## src/rtl/vga_pkg.sv

```systemverilog
// 640x480@60 timing shared with the VGA generator,
// plus lock-FSM encoding and saturating counter helpers.
package vga_pkg;

  localparam int VGA_H_ACTIVE = 640;
  localparam int VGA_H_FP     = 16;
  localparam int VGA_H_SYNC   = 96;
  localparam int VGA_H_BP     = 48;
  localparam int VGA_H_TOTAL  =
    VGA_H_ACTIVE + VGA_H_FP + VGA_H_SYNC + VGA_H_BP;

  localparam int VGA_V_ACTIVE = 480;
  localparam int VGA_V_FP     = 10;
  localparam int VGA_V_SYNC   = 2;
  localparam int VGA_V_BP     = 33;
  localparam int VGA_V_TOTAL  =
    VGA_V_ACTIVE + VGA_V_FP + VGA_V_SYNC + VGA_V_BP;

  localparam logic [10:0] CNT_MAX = 11'h7FF;
  localparam logic [10:0] CNT_PRE = 11'h7FE;

  typedef enum logic [1:0] {
    ST_UNLOCKED = 2'd0,
    ST_TRACK    = 2'd1,
    ST_LOCKED   = 2'd2
  } lock_state_t;

  function automatic logic [10:0] sat_inc(
    input logic [10:0] v
  );
    return (v == CNT_MAX) ? v : v + 11'd1;
  endfunction

  function automatic logic [9:0] sat10(
    input logic [10:0] v
  );
    return v[10] ? 10'h3FF : v[9:0];
  endfunction

endpackage

```

## src/rtl/sync_edge_det.sv

```systemverilog
// Input register with rise/fall pulses taken
// from the registered value and its delayed copy.
module sync_edge_det #(
  parameter int W = 1,
  parameter logic [W-1:0] INIT = '0
) (
  input  logic         clk,
  input  logic         rst,
  input  logic [W-1:0] d,
  output logic [W-1:0] q,
  output logic [W-1:0] rise,
  output logic [W-1:0] fall
);

  logic [W-1:0] q_d;

  always_ff @(posedge clk or negedge rst) begin
    if (!rst) begin
      q   <= INIT;
      q_d <= INIT;
    end else begin
      q   <= d;
      q_d <= q;
    end
  end

  assign rise = q & ~q_d;
  assign fall = ~q & q_d;

endmodule

```

## src/rtl/vga_rx_decoder.sv

```systemverilog
// VGA sink: recovers pixel coordinates and strobes,
// measures line/frame timing and tracks format lock.
module vga_rx_decoder
  import vga_pkg::*;
#(
  parameter int H_TOTAL     = VGA_H_TOTAL,
  parameter int V_TOTAL     = VGA_V_TOTAL,
  parameter int H_ACTIVE    = VGA_H_ACTIVE,
  parameter int V_ACTIVE    = VGA_V_ACTIVE,
  parameter int LOCK_FRAMES = 2
) (
  input  logic        clk,
  input  logic        rst,
  input  logic        vga_hs,
  input  logic        vga_vs,
  input  logic        vga_blk,
  input  logic [23:0] vga_rgb,
  output logic        pix_valid,
  output logic [23:0] pix_data,
  output logic [9:0]  pix_x,
  output logic [9:0]  pix_y,
  output logic        line_start,
  output logic        frame_start,
  output logic [10:0] h_period,
  output logic [10:0] v_period,
  output logic        locked,
  output logic        fmt_err
);

  localparam logic [10:0] HT = 11'(H_TOTAL);
  localparam logic [10:0] VT = 11'(V_TOTAL);
  localparam logic [10:0] HA = 11'(H_ACTIVE);
  localparam logic [10:0] VA = 11'(V_ACTIVE);
  localparam logic [3:0]  LF = 4'(LOCK_FRAMES);

  logic hs_q, hs_rise, hs_fall;
  logic vs_q, vs_rise, vs_fall;
  logic blk_q, blk_rise, blk_fall;
  logic [23:0] rgb_q;

  sync_edge_det #(.W(1), .INIT(1'b1)) u_hs (
    .clk(clk), .rst(rst), .d(vga_hs),
    .q(hs_q), .rise(hs_rise), .fall(hs_fall)
  );

  sync_edge_det #(.W(1), .INIT(1'b1)) u_vs (
    .clk(clk), .rst(rst), .d(vga_vs),
    .q(vs_q), .rise(vs_rise), .fall(vs_fall)
  );

  sync_edge_det #(.W(1), .INIT(1'b0)) u_blk (
    .clk(clk), .rst(rst), .d(vga_blk),
    .q(blk_q), .rise(blk_rise), .fall(blk_fall)
  );

  logic unused_sig;
  assign unused_sig = ^{hs_q, vs_q, hs_rise, vs_rise};

  logic [10:0] hcnt, lcnt, xcnt, ycnt;
  logic [10:0] x_cur;
  logic [3:0]  good_cnt, good_nx;
  logic        frame_bad;
  logic        h_bad, w_bad, v_bad, timeout;
  logic        err_nx;
  lock_state_t state, state_nx;

  assign x_cur = blk_rise ? 11'd0 : xcnt;

  assign h_bad = hs_fall && (sat_inc(hcnt) != HT);
  assign w_bad = blk_fall && (xcnt != HA);
  assign v_bad = vs_fall &&
    (frame_bad || lcnt != VT || ycnt != VA);

  // Fires once, on the step into saturation.
  assign timeout =
    (!hs_fall && hcnt == CNT_PRE) ||
    (hs_fall && !vs_fall && lcnt == CNT_PRE);

  always_comb begin
    state_nx = state;
    good_nx  = good_cnt;
    err_nx   = 1'b0;
    unique case (state)
      ST_UNLOCKED: begin
        if (vs_fall) begin
          state_nx = ST_TRACK;
          good_nx  = '0;
        end
      end
      ST_TRACK: begin
        if (vs_fall) begin
          if (v_bad) begin
            good_nx = '0;
            err_nx  = 1'b1;
          end else if (good_cnt + 4'd1 >= LF) begin
            state_nx = ST_LOCKED;
            good_nx  = '0;
          end else begin
            good_nx = good_cnt + 4'd1;
          end
        end
      end
      ST_LOCKED: begin
        if (h_bad || w_bad || v_bad) begin
          state_nx = ST_UNLOCKED;
          err_nx   = 1'b1;
        end
      end
      default: state_nx = ST_UNLOCKED;
    endcase
    if (timeout) begin
      state_nx = ST_UNLOCKED;
      good_nx  = '0;
      err_nx   = (state != ST_UNLOCKED);
    end
  end

  assign locked = (state == ST_LOCKED);

  always_ff @(posedge clk or negedge rst) begin
    if (!rst) begin
      rgb_q       <= '0;
      pix_valid   <= 1'b0;
      pix_data    <= '0;
      pix_x       <= '0;
      pix_y       <= '0;
      line_start  <= 1'b0;
      frame_start <= 1'b0;
      h_period    <= '0;
      v_period    <= '0;
      hcnt        <= '0;
      lcnt        <= '0;
      xcnt        <= '0;
      ycnt        <= '0;
      frame_bad   <= 1'b0;
      good_cnt    <= '0;
      state       <= ST_UNLOCKED;
      fmt_err     <= 1'b0;
    end else begin
      rgb_q       <= vga_rgb;
      pix_valid   <= blk_q;
      pix_data    <= blk_q ? rgb_q : '0;
      pix_x       <= blk_q ? sat10(x_cur) : '0;
      pix_y       <= blk_q ? sat10(ycnt) : '0;
      line_start  <= blk_rise;
      frame_start <= blk_rise && (ycnt == '0);

      hcnt <= hs_fall ? 11'd0 : sat_inc(hcnt);
      if (hs_fall)
        h_period <= sat_inc(hcnt);

      // A coincident HS fall opens the new frame.
      if (vs_fall) begin
        v_period <= lcnt;
        lcnt     <= {10'd0, hs_fall};
      end else if (hs_fall) begin
        lcnt <= sat_inc(lcnt);
      end

      if (blk_q)
        xcnt <= blk_rise ? 11'd1 : sat_inc(xcnt);

      if (vs_fall)
        ycnt <= '0;
      else if (blk_fall)
        ycnt <= sat_inc(ycnt);

      if (vs_fall)
        frame_bad <= 1'b0;
      else
        frame_bad <= frame_bad | h_bad | w_bad;

      state    <= state_nx;
      good_cnt <= good_nx;
      fmt_err  <= err_nx;
    end
  end

endmodule

```

## config.mk

```make
export PLATFORM = sky130hd
export DESIGN_NAME = vga_rx_decoder
export DESIGN_NICKNAME = d
export VERILOG_FILES = /design/src/rtl/vga_pkg.sv /design/src/rtl/sync_edge_det.sv /design/src/rtl/vga_rx_decoder.sv
export SDC_FILE = /design/constraint.sdc
export NUM_CORES = 1
export LEC_CHECK = 0
export CAP_MARGIN = 5
export CORE_UTILIZATION = 55
export DETAILED_ROUTE_END_ITERATION = 6
export PLACE_DENSITY_LB_ADDON = 0.3
export SKIP_CTS_REPAIR_TIMING = 1
export SYNTH_ARGS = -nofsm -noshare
export SYNTH_HDL_FRONTEND = slang
export SYNTH_HIERARCHICAL = 1
export SYNTH_SLANG_ARGS = --single-unit
```

## constraint.sdc

```tcl
create_clock -name clk -period 4 [get_ports clk]
set_input_delay 0.8 -clock clk [delete_from_list [all_inputs] [get_ports clk]]
set_output_delay 0.8 -clock clk [all_outputs]
set_load 0.01 [all_outputs]
```

# Word level (Yosys, flattened, before mapping)
# Cells that the tools add are included.
classes:
  addsub: 5
  n_mul: 0
  n_div: 0
  n_lt_le_gt_ge: 1
  eq_ne: 20
  n_shift: 0
  n_mux: 35
  bitwise: 10
  reduce_logical: 25
ops:
  columns: ["operator", "n"]
  rows:
  - ["11-bit 2-to-1 mux", 11]
  - ["11-bit == test, second input constant", 6]
  - ["11-bit by 1-bit adder with 11-bit output, second input constant", 4]
  - ["10-bit 2-to-1 mux", 4]
  - ["11-bit by 10-bit != test with 1-bit output, second input constant", 3]
  - ["24-bit 2-to-1 mux", 1]
  - ["4-bit 2-to-1 mux", 5]
  - ["2-bit 2-to-1 mux", 6]
  - ["3-bit != test, second input constant", 4]
  - ["11-bit logical NOT", 1]
  - ["11-bit by 9-bit != test with 1-bit output, second input constant", 1]
  - ["4-bit case mux with 2 select lines", 1]
  - ["1-bit logical AND", 7]
  - ["2-bit != test, second input constant", 3]
  - ["2-bit case mux with 3 select lines", 1]
  - ["2-bit AND reduction", 3]
  - ["2-bit nonzero test", 3]
  - ["1-bit logical OR", 5]
  - ["1-bit 2-to-1 mux", 5]
  - ["5-bit AND reduction", 1]
  - ["4-bit by 1-bit adder with 4-bit output, second input constant", 1]
  - ["1-bit AND", 4]
  - ["4-bit by 2-bit >= comparator with 1-bit output, second input constant", 1]
  - ["1-bit NOT", 4]
  - ["9 further kinds", 11]
totals:
  ff_bits: 150
  latchBits: 0
  mem_bits_rw: 0
  romBits: 0
  in_bits: 29
  output_inout_bits: 71
  mem_count: 0

# Logic depth before layout (Yosys ltp)
# Gate-level depths: netlist (run 1).
logic_depth:
  depth_word: 9
  depth_mapped: 9
  ltp_nobuf: 9

# Hierarchy
# The synthesis (run 1) kept the hierarchy.
by_module_without_submodules:
  columns: ["module", "n_inst", "cells_each", "area_per_inst_um2", "seq_area_each_um2"]
  rows:
  - ["vga_rx_decoder", 1, 526, 5906.9, 3628.5]
  - ["sync_edge_det at u_hs ...", 2, 4, 67.6, 52.6]
  - ["sync_edge_det at u_blk", 1, 4, 65.1, 50.0]

# Least setup slack after synthesis (run 1)
# No wires, ideal clock.
synth_timing:
  path_kind: "flip-flop to flip-flop"
  start: "reg hcnt[0]"
  end: "reg state[0]"
  setup_time_ns: 0.079
  arrival_time_ns: 2.544
  slack_ns: 1.377
  path_stages_with_launch: 10
  path_buffers: 1
  period_less_slack_ns: 2.623
  cell_sequence: "dfrtp_1 -> ha_1 -> and3_1 -> buf_6 -> and3_4 -> xor2_1 -> or4_1 -> o41a_1 -> o31ai_1 -> mux2i_1"
synth_via:
  elab_chain_cells: 8
synth_lines:
  columns: ["element", "line", "text"]
  rows:
  - ["start, declared", "vga_rx_decoder.sv:59", "logic [10:0] hcnt, lcnt, xcnt, ycnt;"]
  - ["start signal, assigned", "vga_rx_decoder.sv:148", "hcnt <= hs_fall ? 11'd0 : sat_inc(hcnt);"]
  - ["11-bit by 1-bit adder with 11-bit output or 11-bit == test (tied branches)", "vga_pkg.sv:31", "return (v == CNT_MAX) ? v : v + 11'd1;"]
  - ["11-bit 2-to-1 mux", "vga_pkg.sv:31", null]
  - ["11-bit by 10-bit != test with 1-bit output", "vga_rx_decoder.sv:69", "assign h_bad = hs_fall && (sat_inc(hcnt) != HT);"]
  - ["1-bit logical AND", "vga_rx_decoder.sv:69", null]
  - ["1-bit logical OR (2 in a row)", "vga_rx_decoder.sv:104", "if (h_bad || w_bad || v_bad) begin"]
  - ["3-bit by 1-bit != test with 1-bit output (no source line)", null, null]
  - ["5-bit AND reduction (no source line)", null, null]
  - ["end signal, assigned", "vga_rx_decoder.sv:173", "state <= state_nx;"]
  - ["end, declared", "vga_rx_decoder.sv:65", "lock_state_t state, state_nx;"]
# Parallel ways exist; a longest one is shown, timed or not.
# A chain may end at the register's enable or synchronous reset.

# Worst setup path after layout (run 1)
layout_timing:
  start: "reg hcnt[1]"
  end: "reg state[0]"
# The elaborated chain is that of the path after synthesis.

==> impl_metrics.env, run 1 <==
export IMPL_finalHoldViolations=0
export IMPL_seqCellArea_um2=3780
export IMPL_hpwl_um=7790
export IMPL_design_area_um2=7770
export IMPL_syn_to_final_growth_pct=27.6
export IMPL_power_density_nw_per_um2=483
export IMPL_die_area_um2=11500
export IMPL_p_leak_nw=3.52
export IMPL_layout_nets=684
export IMPL_rsz0062_at_grt="no"
export IMPL_final_cells=793
export IMPL_hold_class="input pin to asynchronous set/reset pin"
export IMPL_ir_drop_uv=323
export IMPL_syn_avg_cell_area_um2=11.4
export IMPL_place_worst_setup_slack_ns=1.24
export IMPL_drv_slew=0
export IMPL_cap_violations=0
export IMPL_required_ns=4.46
export IMPL_grt_pass1_wl_um=19300
export IMPL_drive_above_1_share=0.0949
export IMPL_setup_viol=0
export IMPL_drt_first_pass_iters=4
export IMPL_grt_pass1_vias=4177
export IMPL_tns_ns=0
export IMPL_nFillCells=750
export IMPL_cts_buffer_depth=2
export IMPL_startpoint_type="register"
export IMPL_cts_sinks=151
export IMPL_syn_inst=536
export IMPL_dr_total_vias=4173
export IMPL_slew_limit_headroom=0.391
export IMPL_arrival_ns=3.24
export IMPL_ctsHtreeMaxLevel=4
export IMPL_n_antenna_cell=0
export IMPL_cts_tree="done"
export IMPL_insertion_delay_ns=0.54
export IMPL_port_buffers=99
export IMPL_min_period_ns=2.78
export IMPL_ys_warn_count=6
export IMPL_synth_fp_nets=580
export IMPL_r2r_start="hcnt[1]"
export IMPL_drc=0
export IMPL_worstMarginPinSlew_ns=0.914
export IMPL_holdWs_ns=0.318
export IMPL_core_um2=10800
export IMPL_end_kind="register"
export IMPL_die_width_um=107
export IMPL_gp_congestion=0.842
export IMPL_min_period_over_period=0.695
export IMPL_crit_start="hcnt[1]"
export IMPL_final_util=0.717
export IMPL_grt_max_degree=102
export IMPL_vias_per_cell=5.26
export IMPL_rows=38
export IMPL_antenna_found_initial=0
export IMPL_reg2reg_depth=8
export IMPL_start_util=0.562
export IMPL_outcome="complete, no violations"
export IMPL_synth_cell_area_um2=6090
export IMPL_die_y_um=107
export IMPL_finalWorstSetupSlack_ns=1.22
export IMPL_antenna_left=0
export IMPL_first_iter_violations=240
export IMPL_grt_ovfl_total=0
export IMPL_clock_skew_ns=0.00502
export IMPL_wl_um=11600
export IMPL_wire_per_inst_um=14.6
export IMPL_place_area_um2=7220
export IMPL_clkSlewWorstSetupHoldPaths_ns=0.06
export IMPL_fmax_mhz=360
export IMPL_path_class="register to register"
export IMPL_place_inst=761
export IMPL_power_total_mw=3.76
export IMPL_clockRootBuffer="clkbuf_8"
export IMPL_cp_max_fo=6
export IMPL_cts_buffers_inserted=17
export IMPL_pin_count=100
export IMPL_multi_input_area_um2=2120
export IMPL_track_usage=0.223
## routing by layer
layer  part of all wire  track usage  wire length (µm)
met1               0.41        0.261              4770
met2               0.50        0.361              5720
met3              0.063       0.0775               724
met4              0.029        0.122               333
met5                  0            0                 0
## area by class of cell
type | count | share of cell area
sequential | 151 | 0.487
multi-input combinational | 337 | 0.273
timing repair buffer | 105 | 0.133
clock buffer | 22 | 0.0583
tap | 140 | 0.0225
inverter | 28 | 0.0135
clock inverter | 10 | 0.0127
## flip-flops by register name, indices dropped and copies added, names as in the netlist, 2 cells and up
signal / count
xcnt: 11
pix_x: 10
lcnt: 11
pix_data: 24
pix_y: 10
h_period: 11
hcnt: 11
v_period: 11
ycnt: 11
good_cnt: 4
state: 2
rgb_q: 24
## where the power goes
group          internal (mW)  total [mW]  switching (mW)
sequential              1.65        1.77           0.116
combinational          0.260       0.524           0.265
clock                  0.858        1.46           0.604
total                   2.77        3.76           0.984
## final timing paths
path	to	slack [ns]
worst min-delay path	h_period[8]	0.32
max in group asynchronous	hcnt[2]	2.72
worst max register to register	state[0]	1.22
worst max-delay path	state[0]	1.22
min in group clk	u_vs/q_d	0.37
worst min register to register	u_vs/q_d	0.37
## critical path, cell delays in order, from the launching register on
cell     delay (ns)
dfrtp_1        0.44
ha_1           0.27
and3_1         0.27
and3_4         0.21
xor2_1         0.14
or4_1          0.40
o41a_1         0.47
o31ai_1        0.31
mux2i_1        0.21
## cell usage in the layout, fill, tap and decap left out, types with 5 or more instances in the layout
cell type	n
a21oi_1	15
and2_1	27
and3_1	9
buf_4	6
clkbuf_16	16
clkdlybuf4s50_1	98
clkinvlp_4	5
dfrtp_1	147
ha_1	15
inv_1	28
mux2_2	14
mux2i_1	13
nand2_1	29
nand3_1	17
nand4_1	11
nor2_1	89
nor3_1	6
o21ai_0	11
xnor2_1	10
xor2_1	14
No activity file was read; power rests on OpenSTA's default activity.
==> run 2, diff against run 1 <==
CORE_UTILIZATION = 48   (was 55)
clock period = 2.39 ns   (was 4 ns; I/O delays follow)
==> run 2 against run 1 <==
Effect of this change:
- the run now ends with negative hold slack, negative setup slack left
- power is 76% higher
- setup slack worse by 1.3 ns
- cell area is 3.1% higher
- worst hold slack worse by 0.33 ns
- first-iteration DRC count shrank 26%
- global-route usage shrank 1.8 points
- register-to-register slack worse by 1.3 ns
- critical path type unchanged
- critical endpoint is now state[1]
- largest cell class unchanged
==> impl_metrics.env, run 2 (synthesis results as in run 1) <==
export IMPL_finalWorstSetupSlack_ns=-0.126
export IMPL_grt_ovfl_total=0
export IMPL_wl_um=12000
export IMPL_tns_ns=-0.290
export IMPL_min_period_over_period=1.05
export IMPL_setup_viol=3
export IMPL_vias_per_cell=5.13
export IMPL_n_antenna_cell=0
export IMPL_final_common_cell="dfrtp_1"
export IMPL_place_area_um2=7400
export IMPL_first_iter_violations=178
export IMPL_hold_class="input pin to asynchronous set/reset pin"
export IMPL_insertion_delay_ns=0.42
export IMPL_drv_slew=0
export IMPL_reg_top3="pix_data (24), rgb_q (24)"
export IMPL_drt_first_pass_iters=4
export IMPL_die_width_um=115
export IMPL_pin_count=100
export IMPL_r2r_end="state[1]"
export IMPL_rsz0062_at_grt="yes"
export IMPL_start_util=0.499
export IMPL_slew_limit_headroom=0.665
export IMPL_ctsHtreeMaxLevel=4
export IMPL_cts_buffers_inserted=17
export IMPL_drc=0
export IMPL_cts_tree="done"
export IMPL_final_cells=834
export IMPL_gp_congestion=0.852
export IMPL_cts_sinks=151
export IMPL_cap_violations=0
export IMPL_core_um2=12200
export IMPL_min_period_ns=2.52
export IMPL_rows=40
export IMPL_syn_to_final_growth_pct=31.5
export IMPL_finalHoldViolations=6
export IMPL_violations="negative hold slack, negative setup slack"
export IMPL_cp_max_fo=5
export IMPL_wire_per_inst_um=14.4
export IMPL_clockRootBuffer="clkbuf_16"
export IMPL_r2r_start="hcnt[0]"
export IMPL_outcome="finished, violations left"
export IMPL_required_ns=2.72
export IMPL_path_class="register to register"
export IMPL_die_y_um=115
export IMPL_nFillCells=964
export IMPL_end_kind="register"
export IMPL_port_buffers=99
export IMPL_hpwl_um=8260
export IMPL_grt_max_degree=51
export IMPL_reg2reg_depth=8
export IMPL_clock_skew_ns=0.00766
export IMPL_drive_above_1_share=0.122
export IMPL_dr_total_vias=4276
export IMPL_die_area_um2=13200
export IMPL_place_worst_setup_slack_ns=-0.120
export IMPL_arrival_ns=2.84
export IMPL_layout_nets=698
export IMPL_grt_pass1_vias=4423
export IMPL_track_usage=0.205
export IMPL_grt_pass1_wl_um=20600
export IMPL_ir_drop_uv=532
export IMPL_clkSlewWorstSetupHoldPaths_ns=0.06
export IMPL_design_area_um2=8010
export IMPL_cts_buffer_depth=2
export IMPL_layout_common_cells="147 x dfrtp_1, 98 x clkdlybuf4s50_1, 89 x nor2_1, 29 x nand2_1, 28 x inv_1"
export IMPL_startpoint_type="register"
export IMPL_place_inst=803
export IMPL_antenna_left=0
export IMPL_power_density_nw_per_um2=825
export IMPL_r2r_slack_ns=-0.13
export IMPL_fmax_mhz=397
export IMPL_p_leak_nw=3.64
export IMPL_antenna_found_initial=0
export IMPL_worstMarginPinSlew_ns=0.503
export IMPL_holdWs_ns=-0.0160
## run 2: routing by layer
| metal | share of wire | wire length, µm | GRT usage |
|---|---|---|---|
| met5 | 0 | 0 | 0 |
| met4 | 0.016 | 197 | 0.0900 |
| met3 | 0.058 | 700 | 0.0741 |
| met2 | 0.51 | 6110 | 0.341 |
| met1 | 0.42 | 5020 | 0.240 |
## run 2: power by group
| part | switching [mW] | internal, mW |
|---|---|---|
| clock network | 1.00 | 1.69 |
| registers | 0.194 | 2.77 |
| logic | 0.478 | 0.473 |
| total | 1.68 | 4.93 |
## run 2: worst max path at each step
stage / from / to / slack [ns]
3_5_place_dp: hcnt[0] / state[0] / -0.12
4_1_cts: hcnt[0] / state[0] / -0.14
3_3_place_gp: hcnt[0] / state[1] / -0.03
2_1_floorplan: hcnt[0] / state[1] / -0.11
5_1_grt: hcnt[0] / state[0] / -0.22
6_report: hcnt[0] / state[1] / -0.13
## run 2: worst max-delay path, stage by stage, from the launching register on
cell      delay [ns]
dfrtp_1         0.42
ha_2            0.21
and3_4          0.18
and3_4          0.18
xor2_1          0.14
or4_1           0.39
o41a_1          0.41
a211o_1         0.27
a221oi_2        0.22
## run 2: area by class of cell
type,instances,area (µm²),share of cell area
clock buffer,20,457,0.0570
clock inverter,11,150,0.0187
inverter,28,105,0.0131
multi-input combinational,337,2140,0.267
sequential,151,3780,0.472
tap,168,210,0.0262
timing repair buffer,119,1170,0.146
## run 2: metrics by stage
| stage | util | hold slack (ns) | power [mW] |
|---|---|---|---|
| floorplan | - | 0.182 | 3.46 |
| global route | 0.656 | 0.0301 | 6.92 |
| detailed placement | 0.606 | 0.356 | 3.95 |
| global placement | 0.606 | 0.354 | 3.89 |
| finish | 0.656 | -0.0160 | 6.61 |
| CTS | 0.656 | 0.00943 | 6.68 |
==> RTL change: new RTL, config.mk and constraints of run 1 <==
`INIT` is set to 1'b1 in 2 places; all go to 1'b0.
--- a/src/rtl/vga_rx_decoder.sv
+++ b/src/rtl/vga_rx_decoder.sv
@@ -40,3 +40,3 @@
 
-  sync_edge_det #(.W(1), .INIT(1'b1)) u_hs (
+  sync_edge_det #(.W(1), .INIT(1'b0)) u_hs (
     .clk(clk), .rst(rst), .d(vga_hs),
@@ -45,3 +45,3 @@
 
-  sync_edge_det #(.W(1), .INIT(1'b1)) u_vs (
+  sync_edge_det #(.W(1), .INIT(1'b0)) u_vs (
     .clk(clk), .rst(rst), .d(vga_vs),
Function: changed (a bounded check fails within 4 cycles, from zero or initial values and one cycle with rst low).
==> RTL change against run 1 <==
Synthesized area about the same. Setup slack got worse by 0.047 ns. Largest power group unchanged. Sequential cell count unchanged. Core utilization increased by 0.48 points. Power increased by 2.9%. Wire length increased by 6.7%. Cell area increased by 0.23%. Highest routed layer unchanged.
==> RTL change: results (changes against run 1) <==
| Metric | Value |
|---|---|
| Status | `completed` |
| Leak pwr | `3.54 nW (+0.66%)` |
| Routed WL per cell | `15.6 microns (+7.3%)` |
| Layout net count | `681 (-0.44%)` |
| Placed cells | `758 (-0.39%)` |
| Seq group | `1.77 mW (about the same)` |
| Syn. warnings | `6 (unchanged)` |
| Vias in the first global route | `4407 (+5.5%)` |
| Slew Viols, Final | `0 (unchanged)` |
| Antenna violations before repair | `0 (unchanged)` |
| N_diodes | `0 (unchanged)` |
| Clock group total power | `1.55 mW (+6%)` |
| Non-Filler Instances | `789 (-0.50%)` |
| DP Wirelength | `8.03 mm (+3.1%)` |
| Clock slew at reported path FFs | `0.06 ns (about the same)` |
| Mapped Nets | `580 (unchanged)` |
| Switch Pwr | `1.00 mW (+1.9%)` |
| VDD IR max | `0.294 mV (-9.1%)` |
| Clk_lat worst skew | `0.52 ns (-0.02 ns)` |
| Hold crit path type | `input pin to async pin` |
| First-pass GRT wire length | `21.4 mm (+11%)` |
| CP Max Fanout | `6 (unchanged)` |
| Largest net degree at the start of global routing | `83 (-19%)` |
| CP delay by family, top | `simple AND/OR/NAND/NOR gates` |
| Via count of the routed design | `4277 (+2.5%)` |
| Avg Cell Area, Syn | `11.4 sq um (about the same)` |
| Slew @ Worst Pin | `0.737 ns (-0.176 ns)` |
| Switching Share | `0.260 (-0.00248)` |
| Routability-driven placement congestion ratio | `0.907 (+7.7%)` |
| Clock Tree Root | `clkbuf_8` |
| GR Util All Layers | `0.244 (+0.0209)` |
| CP max stage delay | `0.47 ns (about the same)` |
| Critical Path AT | `3.27 ns (+0.03 ns)` |
| Fraction of layout cells with a size suffix above 1 | `0.0847 (-0.0102)` |
| I/O Buffers | `99 (unchanged)` |
| Crit-path slowest cell | `o41a_1` |
| H-tree Lvls | `4 (unchanged)` |
| Max clock buf depth | `2 (unchanged)` |
| Clk_skew | `0.00682 ns (+0.00180 ns)` |
| DRT Pass-1 Iters | `4 (unchanged)` |
| Top flop regs | `pix_data: 24 flops, rgb_q: 24 flops` |
| First DRT Iteration DRCs | `259 (+7.9%)` |
| CTS buffer count | `17 (unchanged)` |
==> RTL change: final timing paths <==
kind / from / to / slack, ns / depth (start not counted)
worst max-delay path: hcnt[0]$_DFF_PN0_ / state[0]$_DFFE_PN0P_ / 1.17 / 8
worst min-delay path: rst / h_period[8]$_DFFE_PN0P_ / 0.25 / 1
worst max register to register: hcnt[0]$_DFF_PN0_ / state[0]$_DFFE_PN0P_ / 1.17 / 8
worst min register to register: u_vs/q$_DFF_PN0_ / u_vs/q_d$_DFF_PN0_ / 0.37 / 0
max in group asynchronous: rst / pix_y[7]$_DFF_PN0_ / 2.94 / 2
min in group clk: u_vs/q$_DFF_PN0_ / u_vs/q_d$_DFF_PN0_ / 0.37 / 0
==> RTL change: cell type report <==
| type | count | area [sq um] |
|---|---|---|
| Sequential cell | 151 | 3780 |
| Fill cell | 759 | 3000 |
| Multi-Input combinational cell | 337 | 2130 |
| Timing Repair Buffer | 102 | 1030 |
| Clock buffer | 20 | 425 |
| Tap cell | 140 | 175 |
| Clock inverter | 11 | 151 |
| Inverter | 28 | 105 |
==> RTL change: metal layers <==
metal | track usage | routed length, microns | up-vias
li1 | - | - | 2002
met1 | 0.305 | 5090 | 2131
met2 | 0.410 | 6420 | 120
met3 | 0.0608 | 583 | 24
met4 | 0.0949 | 234 | 0
met5 | 0 | 0 | -
==> RTL change: stage by stage <==
step | cell area [sq um] | hold WS, ns | setup WS (ns)
after floorplan | 6090 | 0.347 | 1.38
after detailed placement | 7210 | 0.361 | 1.24
after global placement | 7210 | 0.351 | 1.34
after CTS | 7780 | 0.285 | 1.21
after global routing | 7790 | 0.309 | 1.02
final | 7790 | 0.253 | 1.17
